==> config.mk <==
export PLATFORM = sky130hd
export DESIGN_NAME = ldm_stm_sequencer
export DESIGN_NICKNAME = d
export VERILOG_FILES = /design/src/rtl/ldm_stm_sequencer.sv
export SDC_FILE = /design/constraint.sdc
export NUM_CORES = 1
export LEC_CHECK = 0
export ABC_AREA = 1
export CAP_MARGIN = 10
export CORE_ASPECT_RATIO = 1.2
export CORE_MARGIN = 4
export CORE_UTILIZATION = 38
export CTS_CLUSTER_SIZE = 20
export DETAILED_ROUTE_END_ITERATION = 6
export DONT_BUFFER_PORTS = 1
export GPL_ROUTABILITY_DRIVEN = 0
export PLACE_DENSITY = 0.6
export SYNTH_ARGS = -nofsm -noshare
export SYNTH_HDL_FRONTEND = slang
export SYNTH_SLANG_ARGS = --single-unit
==> constraint.sdc <==
create_clock -name clk -period 5.4 [get_ports clk]
set_clock_uncertainty 0.2 [all_clocks]
set_input_delay 1.08 -clock clk [delete_from_list [all_inputs] [get_ports clk]]
set_output_delay 1.08 -clock clk [all_outputs]
set_load 0.03 [all_outputs]
==> src/rtl/ldm_stm_sequencer.sv <==
// LDM/STM block-transfer sequencer sitting in front of register_bank.
// Define LSM_USER_BANK_EN to make the S bit select user r13/r14 for transfers.
module ldm_stm_sequencer #(
   parameter int ADDR_W = 32,
   parameter int DATA_W = 32
) (
   input  logic              clk,
   input  logic              reset,
   input  logic              start,
   input  logic              load,
   input  logic              pre,
   input  logic              up,
   input  logic              writeback,
   input  logic              user_bank,
   input  logic [4:0]        mode,
   input  logic [3:0]        base_sel,
   input  logic [ADDR_W-1:0] base_addr,
   input  logic [15:0]       reg_list,
   output logic              mem_req,
   output logic              mem_we,
   output logic [ADDR_W-1:0] mem_addr,
   output logic [DATA_W-1:0] mem_wdata,
   input  logic [DATA_W-1:0] mem_rdata,
   input  logic              mem_ready,
   output logic [4:0]        rf_read_sel,
   input  logic [DATA_W-1:0] rf_read_data,
   output logic              rf_write_enable,
   output logic [4:0]        rf_write_sel,
   output logic [DATA_W-1:0] rf_write_data,
   output logic              busy,
   output logic              done
);

   typedef enum logic [2:0] {
      S_IDLE,
      S_SETUP,
      S_XFER,
      S_WB,
      S_DONE
   } state_t;

   state_t state_q, state_d;

   logic              load_q, load_d;
   logic              pre_q, pre_d;
   logic              up_q, up_d;
   logic              wb_q, wb_d;
   logic [4:0]        mode_q, mode_d;
   logic [3:0]        bsel_q, bsel_d;
   logic [ADDR_W-1:0] base_q, base_d;
   logic [15:0]       list_q, list_d;
   logic [15:0]       rem_q, rem_d;
   logic [ADDR_W-1:0] addr_q, addr_d;
   logic [ADDR_W-1:0] fin_q, fin_d;
   logic              rwe_q, rwe_d;
   logic [4:0]        rsel_q, rsel_d;
   logic [DATA_W-1:0] rdata_q, rdata_d;

   logic [4:0]        n_cnt;
   logic [ADDR_W-1:0] span;
   logic [15:0]       cur_oh;
   logic [3:0]        cur_idx;
   logic              last_beat;
   logic              xfer_usr;
   logic [4:0]        xfer_sel;
   logic [4:0]        wb_sel;
   logic              wb_ok;

   function automatic logic [4:0] popcount16(input logic [15:0] v);
      logic [4:0] c;
      c = '0;
      for (int i = 0; i < 16; i++) begin
         c = c + {4'd0, v[i]};
      end
      return c;
   endfunction

   // r13/r14 are banked per mode; everything else is a straight index
   function automatic logic [4:0] map_reg(
      input logic [3:0] r,
      input logic [4:0] m,
      input logic       usr
   );
      logic [4:0] b;
      b = 5'd13;
      if (!usr) begin
         case (m)
            5'b10011: b = 5'd17;
            5'b10111: b = 5'd20;
            5'b10010: b = 5'd23;
            5'b11011: b = 5'd26;
            default:  b = 5'd13;
         endcase
      end
      if (r == 4'd13) begin
         return b;
      end else if (r == 4'd14) begin
         return b + 5'd1;
      end
      return {1'b0, r};
   endfunction

`ifdef LSM_USER_BANK_EN
   logic ub_q;
   always_ff @(posedge clk) begin
      if (reset) begin
         ub_q <= 1'b0;
      end else if (state_q == S_IDLE && start) begin
         ub_q <= user_bank;
      end
   end
   assign xfer_usr = ub_q;
`else
   logic unused_ub;
   assign unused_ub = user_bank;
   assign xfer_usr  = 1'b0;
`endif

   assign n_cnt     = popcount16(list_q);
   assign span      = ADDR_W'({n_cnt, 2'b00});
   assign cur_oh    = rem_q & (~rem_q + 16'd1);
   assign last_beat = (rem_q & ~cur_oh) == 16'd0;
   assign xfer_sel  = map_reg(cur_idx, mode_q, xfer_usr);
   assign wb_sel    = map_reg(bsel_q, mode_q, 1'b0);
   // a loaded base register takes precedence over write-back
   assign wb_ok     = wb_q && !(load_q && list_q[bsel_q]);

   always_comb begin
      cur_idx = 4'd0;
      for (int i = 0; i < 16; i++) begin
         if (cur_oh[i]) cur_idx = 4'(i);
      end
   end

   always_ff @(posedge clk) begin
      if (reset) begin
         state_q <= S_IDLE;
      end else begin
         state_q <= state_d;
      end
   end

   always_comb begin
      state_d = state_q;
      unique case (state_q)
         S_IDLE:  if (start) state_d = S_SETUP;
         S_SETUP: state_d = (n_cnt == 5'd0) ? S_DONE : S_XFER;
         S_XFER:  if (mem_ready && last_beat) state_d = S_WB;
         S_WB:    state_d = S_DONE;
         S_DONE:  state_d = S_IDLE;
         default: state_d = S_IDLE;
      endcase
   end

   always_comb begin
      busy            = 1'b0;
      done            = 1'b0;
      mem_req         = 1'b0;
      mem_we          = 1'b0;
      mem_addr        = '0;
      mem_wdata       = '0;
      rf_read_sel     = '0;
      rf_write_enable = rwe_q;
      rf_write_sel    = rsel_q;
      rf_write_data   = rdata_q;
      unique case (state_q)
         S_SETUP: busy = 1'b1;
         S_XFER: begin
            busy     = 1'b1;
            mem_req  = 1'b1;
            mem_we   = !load_q;
            mem_addr = addr_q & ~ADDR_W'(3);
            if (!load_q) begin
               rf_read_sel = xfer_sel;
               mem_wdata   = rf_read_data;
            end
         end
         S_WB:    busy = 1'b1;
         S_DONE:  done = 1'b1;
         default: ;
      endcase
   end

   always_comb begin
      load_d  = load_q;
      pre_d   = pre_q;
      up_d    = up_q;
      wb_d    = wb_q;
      mode_d  = mode_q;
      bsel_d  = bsel_q;
      base_d  = base_q;
      list_d  = list_q;
      rem_d   = rem_q;
      addr_d  = addr_q;
      fin_d   = fin_q;
      rwe_d   = 1'b0;
      rsel_d  = '0;
      rdata_d = '0;
      unique case (state_q)
         S_IDLE: begin
            if (start) begin
               load_d = load;
               pre_d  = pre;
               up_d   = up;
               wb_d   = writeback;
               mode_d = mode;
               bsel_d = base_sel;
               base_d = base_addr;
               list_d = reg_list;
            end
         end
         S_SETUP: begin
            rem_d = list_q;
            fin_d = up_q ? base_q + span : base_q - span;
            // lowest address of the block; beats always ascend
            unique case ({pre_q, up_q})
               2'b01: addr_d = base_q;
               2'b11: addr_d = base_q + ADDR_W'(4);
               2'b00: addr_d = base_q - span + ADDR_W'(4);
               2'b10: addr_d = base_q - span;
            endcase
         end
         S_XFER: begin
            if (mem_ready) begin
               addr_d = addr_q + ADDR_W'(4);
               rem_d  = rem_q & ~cur_oh;
               if (load_q) begin
                  rwe_d   = 1'b1;
                  rsel_d  = xfer_sel;
                  rdata_d = mem_rdata;
               end
            end
         end
         S_WB: begin
            if (wb_ok) begin
               rwe_d   = 1'b1;
               rsel_d  = wb_sel;
               rdata_d = DATA_W'(fin_q);
            end
         end
         default: ;
      endcase
   end

   always_ff @(posedge clk) begin
      if (reset) begin
         load_q  <= 1'b0;
         pre_q   <= 1'b0;
         up_q    <= 1'b0;
         wb_q    <= 1'b0;
         mode_q  <= '0;
         bsel_q  <= '0;
         base_q  <= '0;
         list_q  <= '0;
         rem_q   <= '0;
         addr_q  <= '0;
         fin_q   <= '0;
         rwe_q   <= 1'b0;
         rsel_q  <= '0;
         rdata_q <= '0;
      end else begin
         load_q  <= load_d;
         pre_q   <= pre_d;
         up_q    <= up_d;
         wb_q    <= wb_d;
         mode_q  <= mode_d;
         bsel_q  <= bsel_d;
         base_q  <= base_d;
         list_q  <= list_d;
         rem_q   <= rem_d;
         addr_q  <= addr_d;
         fin_q   <= fin_d;
         rwe_q   <= rwe_d;
         rsel_q  <= rsel_d;
         rdata_q <= rdata_d;
      end
   end

endmodule

==> results by group, run 1 <==
Clocking
  – Clk buf depth: 2
  – Clk sinks: 180
  – Worst skew pair latency: 0.45 ns
  – Root Buffer: clkbuf_16
  – CTS tree: done
  – H-Tree Depth: 4
  – Worst-path clk slew: 0.07 ns
  – TritonCTS Buffers: 17

Yosys
  – #FFs+latches synth: 180
  – Sequential fraction of the synthesis area: 0.2718
  – Post-Syn Instances: 2,156
  – Synth area leader: dfxtp_1
  – Yosys cell types: 53
  – Avg Cell Area, Syn: 6.149 um2
  – Synth top area cells: dfxtp_1, nand2_1, a21oi_1
  – Post-synth EDFFs: 0
  – Synthesis warning total: 0
  – Post-Syn Area: 13,260 um2
  – Main synth FF type: dfxtp_1
  – Yosys top cell area share: 0.2718
  – Async SR Flop Fraction: 0

Drt
  – Final wirelength: 49.61 mm
  – Post-route ant nets: 0
  – Vias per inst: 5.493
  – Via Count: 15.09k
  – DR DRC count: 0
  – Initial DRC Count: 1,230
  – Initial DRT Pass Iterations: 6
  – Routed wire per std cell: 18.07 um

Floorplanning
  – Die height: 212.6 um
  – Core ar.: 34,260 um2
  – DIE AREA: 37,950 um2
  – Effective utilization at floorplan: 0.3870
  – IO Count: 241
  – # rows: 74
  – Die W: 178.5 um

Worst setup path
  – Worst endpoint required time: 5.58 ns
  – Worst setup SP type: register
  – Crit. End Element: register
  – Slowest library cell on the worst path: fa_1
  – Most frequent CP cell: inv_2
  – Max stage delay on crit path: 0.53 ns
  – Crit path kind: register to register
  – Crit path max fanout: 5
  – Critical path arrival: 6.01 ns

Power and ir drop
  – Peak supply drop: 825.6 uV
  – Total Power: 14.14 mW
  – PwrDens: 843.9 nW/um2
  – Leakage: 6.983 nW

Final layout
  – Area delta synth->final: 26.37%
  – Share of layout cells above drive strength 1: 0.2416
  – Layout Nets: 2,440
  – Commonest non-fill, non-tap cell in the layout: nand2_1
  – Final Util: 0.4890
  – Fin cells: 2,746
  – FILL cells: 3,506
  – Most frequent cells in the layout: nand2_1, inv_1, a21oi_1

Placed design
  – Dpl cells: 2,656
  – Dpl hpwl: 36.01 mm
  – Setup slack at placement: -0.5317 ns
  – IO Port Bufs: 0

Global route
  – Antenna violations before repair: 1
  – GRT Total Usage: 0.2474
  – Largest net degree at the start of global routing: 97
  – First-pass GRT wire length: 75.16 mm
  – Grt ovf: 0
  – Number of global-route vias before repair: 14.47k

Min path
  – Class of the worst hold path: register to register

STA
  – Max Slew Vio Count: 0
  – Unrepaired setup endpoints after global routing: yes
  – Hold Slack: 0.2564 ns
  – Tmin final: 5.834 ns
  – Final setup violation count: 48
  – Final period utilization: 1.080
  – Final worst slack: -0.4342 ns
  – Fin. Hold Viols: 0
  – Worst-Margin Slew: 1.065 ns
  – Max Freq: 171.4 MHz
  – Max transition margin: 0.2894

Outcome
  – Failing checks: setup timing
  – Status: finished with violations

Run
  – Max-Cap Viols: 0
-- final timing paths --
check / to / from / slack [ns] / cells past startpoint
setup / recovery: fin_q[28]$_SDFFE_PP0P_ / list_q[11]$_SDFFE_PP0P_ / -0.43 / 31
hold / removal: fin_q[15]$_SDFFE_PP0P_ / fin_q[15]$_SDFFE_PP0P_ / 0.26 / 2
setup reg to reg: fin_q[28]$_SDFFE_PP0P_ / list_q[11]$_SDFFE_PP0P_ / -0.43 / 31
hold reg to reg: fin_q[15]$_SDFFE_PP0P_ / fin_q[15]$_SDFFE_PP0P_ / 0.26 / 2
-- area by class of cell --
class                           count  area (um2)  area share
Sequential cell                   180        3607      0.2153
Clock buffer                       18       439.2     0.02621
Timing Repair Buffer              219        1798      0.1073
Antenna cell                        1       2.502   0.0001494
Tap cell                          456       570.5     0.03406
Clock inverter                     14       168.9     0.01008
Multi-Input combinational cell   1609        9223      0.5505
Inverter                          249       944.7     0.05639
-- worst max-delay path, delay by kind of cell (launching register included) --
family | cells | cell delay (ns)
AO/OA/AOI/OAI | 3 | 0.59
AND/OR/NAND/NOR | 10 | 1.09
buffers and inverters | 11 | 0.79
flip-flops | 1 | 0.33
adder cells (fa/ha/maj) | 7 | 2.77
-- cells by family after synthesis --
logic type | share of synthesized area
AND/OR/NAND/NOR | 0.3588
buffers and inverters | 0.1093
XOR/XNOR | 0.01519
AO/OA/AOI/OAI | 0.2057
flip-flops | 0.2718
adder cells (fa/ha/maj) | 0.03888
other | 0.0002829
-- layer usage --
layer | track usage | up-vias | wire length [um]
met5 | 0 | - | 0
met4 | 0.1260 | 0 | 2873
met3 | 0.02685 | 155 | 2617
met2 | 0.4488 | 580 | 25250
met1 | 0.2859 | 7022 | 18870
li1 | - | 7328 | -
-- cells in the mapped netlist, types with 3 or more instances --
cell      instances
nand3_4           5
a221oi_1          3
a21oi_2           5
o31ai_1           3
clkinv_1          7
ha_1             22
buf_6             4
o211ai_1         41
nor2_2           23
a31oi_1          26
inv_1           228
a211oi_1          5
nand2_1         533
nand3_1         153
nand3b_1          3
or2_2             3
nor3_1           18
nand2_4           5
nor2_1          204
clkbuf_1         84
fa_1             12
nand3_2          13
inv_2            14
o22ai_1           3
nand4_1          36
buf_1             9
buf_4             4
and2_1            3
xor2_1           22
o21bai_1          5
buf_2            18
dfxtp_1         180
nor4_1            7
nor3b_1           3
o21ai_1           9
nor2_4           11
a21oi_1         223
o21ai_0         167
nand2_2          26
-- flip-flops by register name, indices dropped and copies added, names as in the netlist --
name             cells
wb_q                 1
state_q              3
up_q                 1
list_q              16
rf_write_data       32
rf_write_enable      1
addr_q              30
fin_q               32
mode_q               5
pre_q                1
bsel_q               4
base_q              32
rf_write_sel         5
load_q               1
rem_q               16
-- timing repair --
item,in CTS,in global routing
buffers inserted,36,26
pin swaps,80,95
hold buffers,0,0
resized for setup,130,130
endpoints found under the setup margin,48,53
gates cloned,1,1
endpoints found under the hold margin,0,0
-- report_power, final --
group	switching, mW	internal, mW	leakage [nW]
Combinational	6.18	4.57	5.21
Sequential	0.393	1.68	1.48
Clock	0.608	0.711	0.292
-- per-stage QoR --
stage          instance area (um2)  setup TNS, ns
5_1_grt                      16750         -25.13
6_report                     16750         -12.94
4_1_cts                      16020         -9.716
3_3_place_gp                 14670         -14.51
2_1_floorplan                13350        -0.4547
3_5_place_dp                 14670         -16.02
Note: power is estimated with default switching activity, not from simulation.
==> run 2: changes to the inputs <==
- SLEW_MARGIN: default -> 15
- TNS_END_PERCENT: default -> 50
==> run 2 against run 1 <==
The run still ends with setup timing left; clock power decreased by 6%; final area decreased by 2.1%; worst setup slack got worse by 0.044 ns; sequential share of layout area increased by 0.49 points; largest cell class unchanged; highest routed layer is now met5.
==> results by group, run 2 (same netlist as run 1, synthesis figures left out) <==
Outcome
  – Status: finished with violations (unchanged)
  – Failing checks: setup timing (unchanged)

Final layout
  – Fin cells: 2,740 (was 2,746)
  – Area delta synth->final: 23.67% (was 26.37%)
  – Commonest non-fill, non-tap cell in the layout: nand2_1 (unchanged)
  – Most frequent cells in the layout: nand2_1, inv_1, a21oi_1 (unchanged)
  – Layout Nets: 2,434 (was 2,440)
  – Post-route cell area: 16,400 um2 (was 16,750 um2)
  – FILL cells: 3,537 (was 3,506)
  – Share of layout cells above drive strength 1: 0.2238 (was 0.2416)

Min path
  – Worst Hold Launch: base_q[0]$_SDFFE_PP0P_ (was fin_q[15]$_SDFFE_PP0P_)
  – Hold path depth: 2 (unchanged)
  – Hold Path End: fin_q[0]$_SDFFE_PP0P_ (was fin_q[15]$_SDFFE_PP0P_)
  – Class of the worst hold path: register to register (unchanged)

Worst setup path
  – Crit path kind: register to register (unchanged)
  – Worst r2r src: list_q[9]$_SDFFE_PP0P_ (was list_q[11]$_SDFFE_PP0P_)
  – Max stage delay on crit path: 0.54 ns (was 0.53 ns)
  – Critical path arrival: 6.06 ns (was 6.01 ns)
  – CP Buf/Inv Count: 9 (was 11)
  – R2R setup slack: -0.48 ns (was -0.43 ns)
  – R2r endpoint: addr_q[22]$_SDFFE_PP0P_ (was fin_q[28]$_SDFFE_PP0P_)
  – Worst setup SP type: register (unchanged)
  – Crit path max-delay family: adder cells (unchanged)
  – Slowest library cell on the worst path: fa_1 (unchanged)
  – Worst-case reg-to-reg path depth: 33 (was 31)
  – Crit. End Element: register (unchanged)
  – Worst endpoint required time: 5.58 ns (about the same)
  – Crit path max fanout: 5 (unchanged)

Placed design
  – Dpl cells: 2,655 (was 2,656)
  – Dpl hpwl: 36.17 mm (was 36.01 mm)
  – IO Port Bufs: 0 (unchanged)
  – DP Area: 14,650 um2 (was 14,670 um2)

Drt
  – Routed wire per std cell: 17.88 um (was 18.07 um)
  – Final wirelength: 48.99 mm (was 49.61 mm)
  – Initial DRC Count: 1,080 (was 1,230)
  – DR DRC count: 0 (unchanged)
  – Via Count: 15.01k (was 15.09k)
  – Vias per inst: 5.476 (was 5.493)
  – Post-route ant nets: 0 (unchanged)
  – Initial DRT Pass Iterations: 6 (unchanged)

Clocking
  – CTS tree: done (unchanged)
  – Root Buffer: clkbuf_16 (unchanged)
  – Worst-path clk slew: 0.08 ns (was 0.07 ns)
  – Clk buf depth: 2 (unchanged)
  – Worst skew pair latency: 0.45 ns (about the same)
  – H-Tree Depth: 4 (unchanged)
  – CTS Hold Bufs: 0 (unchanged)
  – Clk sinks: 180 (unchanged)
  – TritonCTS Buffers: 17 (unchanged)

Floorplanning
  – # rows: 74 (unchanged)
  – IO Count: 241 (unchanged)
  – Die height: 212.6 um (unchanged)
  – Die W: 178.5 um (unchanged)
  – Effective utilization at floorplan: 0.3870 (unchanged)
  – DIE AREA: 37,950 um2 (unchanged)
  – Core ar.: 34,260 um2 (unchanged)

Global route
  – Busiest grt layer: met2 (unchanged)
  – Met1 GRT Util: 0.2802 (was 0.2859)
  – First-pass GRT wire length: 73.95 mm (was 75.16 mm)
  – GR Util met2: 0.4452 (was 0.4488)
  – Grt ovf: 0 (unchanged)
  – Largest net degree at the start of global routing: 78 (was 97)
  – Number of global-route vias before repair: 14.07k (was 14.47k)
  – M3 GR Usage: 0.02810 (was 0.02685)
  – GRT Total Usage: 0.2448 (was 0.2474)
  – Antenna violations before repair: 2 (was 1)

STA
  – Max Slew Vio Count: 0 (unchanged)
  – Max Freq: 170.1 MHz (was 171.4 MHz)
  – Final worst slack: -0.4777 ns (was -0.4342 ns)
  – Tmin final: 5.878 ns (was 5.834 ns)
  – Final period utilization: 1.088 (was 1.080)
  – Max transition margin: 0.2825 (was 0.2894)
  – Unrepaired setup endpoints after global routing: yes (unchanged)
  – Worst-Margin Slew: 1.075 ns (was 1.065 ns)
  – Fin. Hold Viols: 0 (unchanged)
  – Final setup violation count: 48 (unchanged)

Run
  – Max-Cap Viols: 0 (unchanged)

Power and ir drop
  – Leakage: 6.850 nW (was 6.983 nW)
  – Peak supply drop: 751.9 uV (was 825.6 uV)
  – PwrDens: 796.9 nW/um2 (was 843.9 nW/um2)
run 2: changes by cell type in the layout (fill, tap and decap cells not counted), moves of 5 or more:
cell,delta
nand2_2,-12
nand2_1,+17
buf_6,-9
nand3_1,+7
a21oi_2,-5
a21oi_1,+7
buf_4,+5
run 2: how the worst max path moves through the flow:
| stage | startpoint | endpoint | slack (ns) | cells past startpoint |
|---|---|---|---|---|
| detailed placement | list_q[11]$_SDFFE_PP0P_ | addr_q[31]$_SDFFE_PP0P_ | -0.58 | 31 |
| finish | list_q[9]$_SDFFE_PP0P_ | addr_q[22]$_SDFFE_PP0P_ | -0.48 | 33 |
| global route | list_q[9]$_SDFFE_PP0P_ | addr_q[30]$_SDFFE_PP0P_ | -0.76 | 34 |
| global placement | list_q[5]$_SDFFE_PP0P_ | addr_q[31]$_SDFFE_PP0P_ | -0.58 | 31 |
| CTS | list_q[11]$_SDFFE_PP0P_ | addr_q[31]$_SDFFE_PP0P_ | -0.40 | 35 |
| floorplan | list_q[11]$_SDFFE_PP0P_ | addr_q[30]$_SDFFE_PP0P_ | -0.09 | 29 |
run 2: power breakdown:
part           switching [mW]  leakage, nW  internal [mW]
combinational            5.81         5.09           3.94
sequential              0.392         1.48           1.68
clock                   0.617        0.279          0.624
total                    6.82         6.85           6.25
run 2: repair_timing:
item / in CTS / in global routing
pin swaps: 72 / 83
endpoints found under the setup margin: 47 / 55
gates cloned: 1 / 0
buffers inserted: 35 / 20
gates resized for setup: 97 / 108
run 2: worst register-to-register path: cells and delay by family (launching register included):
| family | cells | cell delay (ns) |
|---|---|---|
| flops | 1 | 0.34 |
| buf+inv | 9 | 0.69 |
| simple gates | 14 | 1.42 |
| fa+ha+maj | 7 | 2.74 |
| compound gates | 3 | 0.44 |
run 2: area by class of cell:
type | instances | area [um2] | area share
inverters | 249 | 944.7 | 0.05762
clock inverters | 14 | 138.9 | 0.008471
repair buffers | 213 | 1689 | 0.1030
diodes | 1 | 2.502 | 0.0001526
flip-flops and latches | 180 | 3610 | 0.2202
clock buffers | 18 | 439.2 | 0.02679
multi-input cells | 1609 | 9001 | 0.5490
well taps | 456 | 570.5 | 0.03480
run 2: routing by layer:
metal,wire [um],part of all wire
met1,18760,0.38
met2,25240,0.52
met4,2628,0.054
met3,2344,0.048
met5,13,0.00027
run 2: per-stage QoR:
stage	TNS [ns]	setup WS (ns)	total power, mW	utilization	hold slack (ns)
floorplan	-0.5265	-0.09150	7.206	-	0.2240
global placement	-15.64	-0.5775	10.25	0.4276	0.2487
detailed placement	-17.22	-0.5763	10.35	0.4276	0.2461
CTS	-11.57	-0.3989	12.28	0.4627	0.2626
global route	-26.19	-0.7650	14.05	0.4786	0.2806
finish	-14.09	-0.4777	13.07	0.4786	0.2637
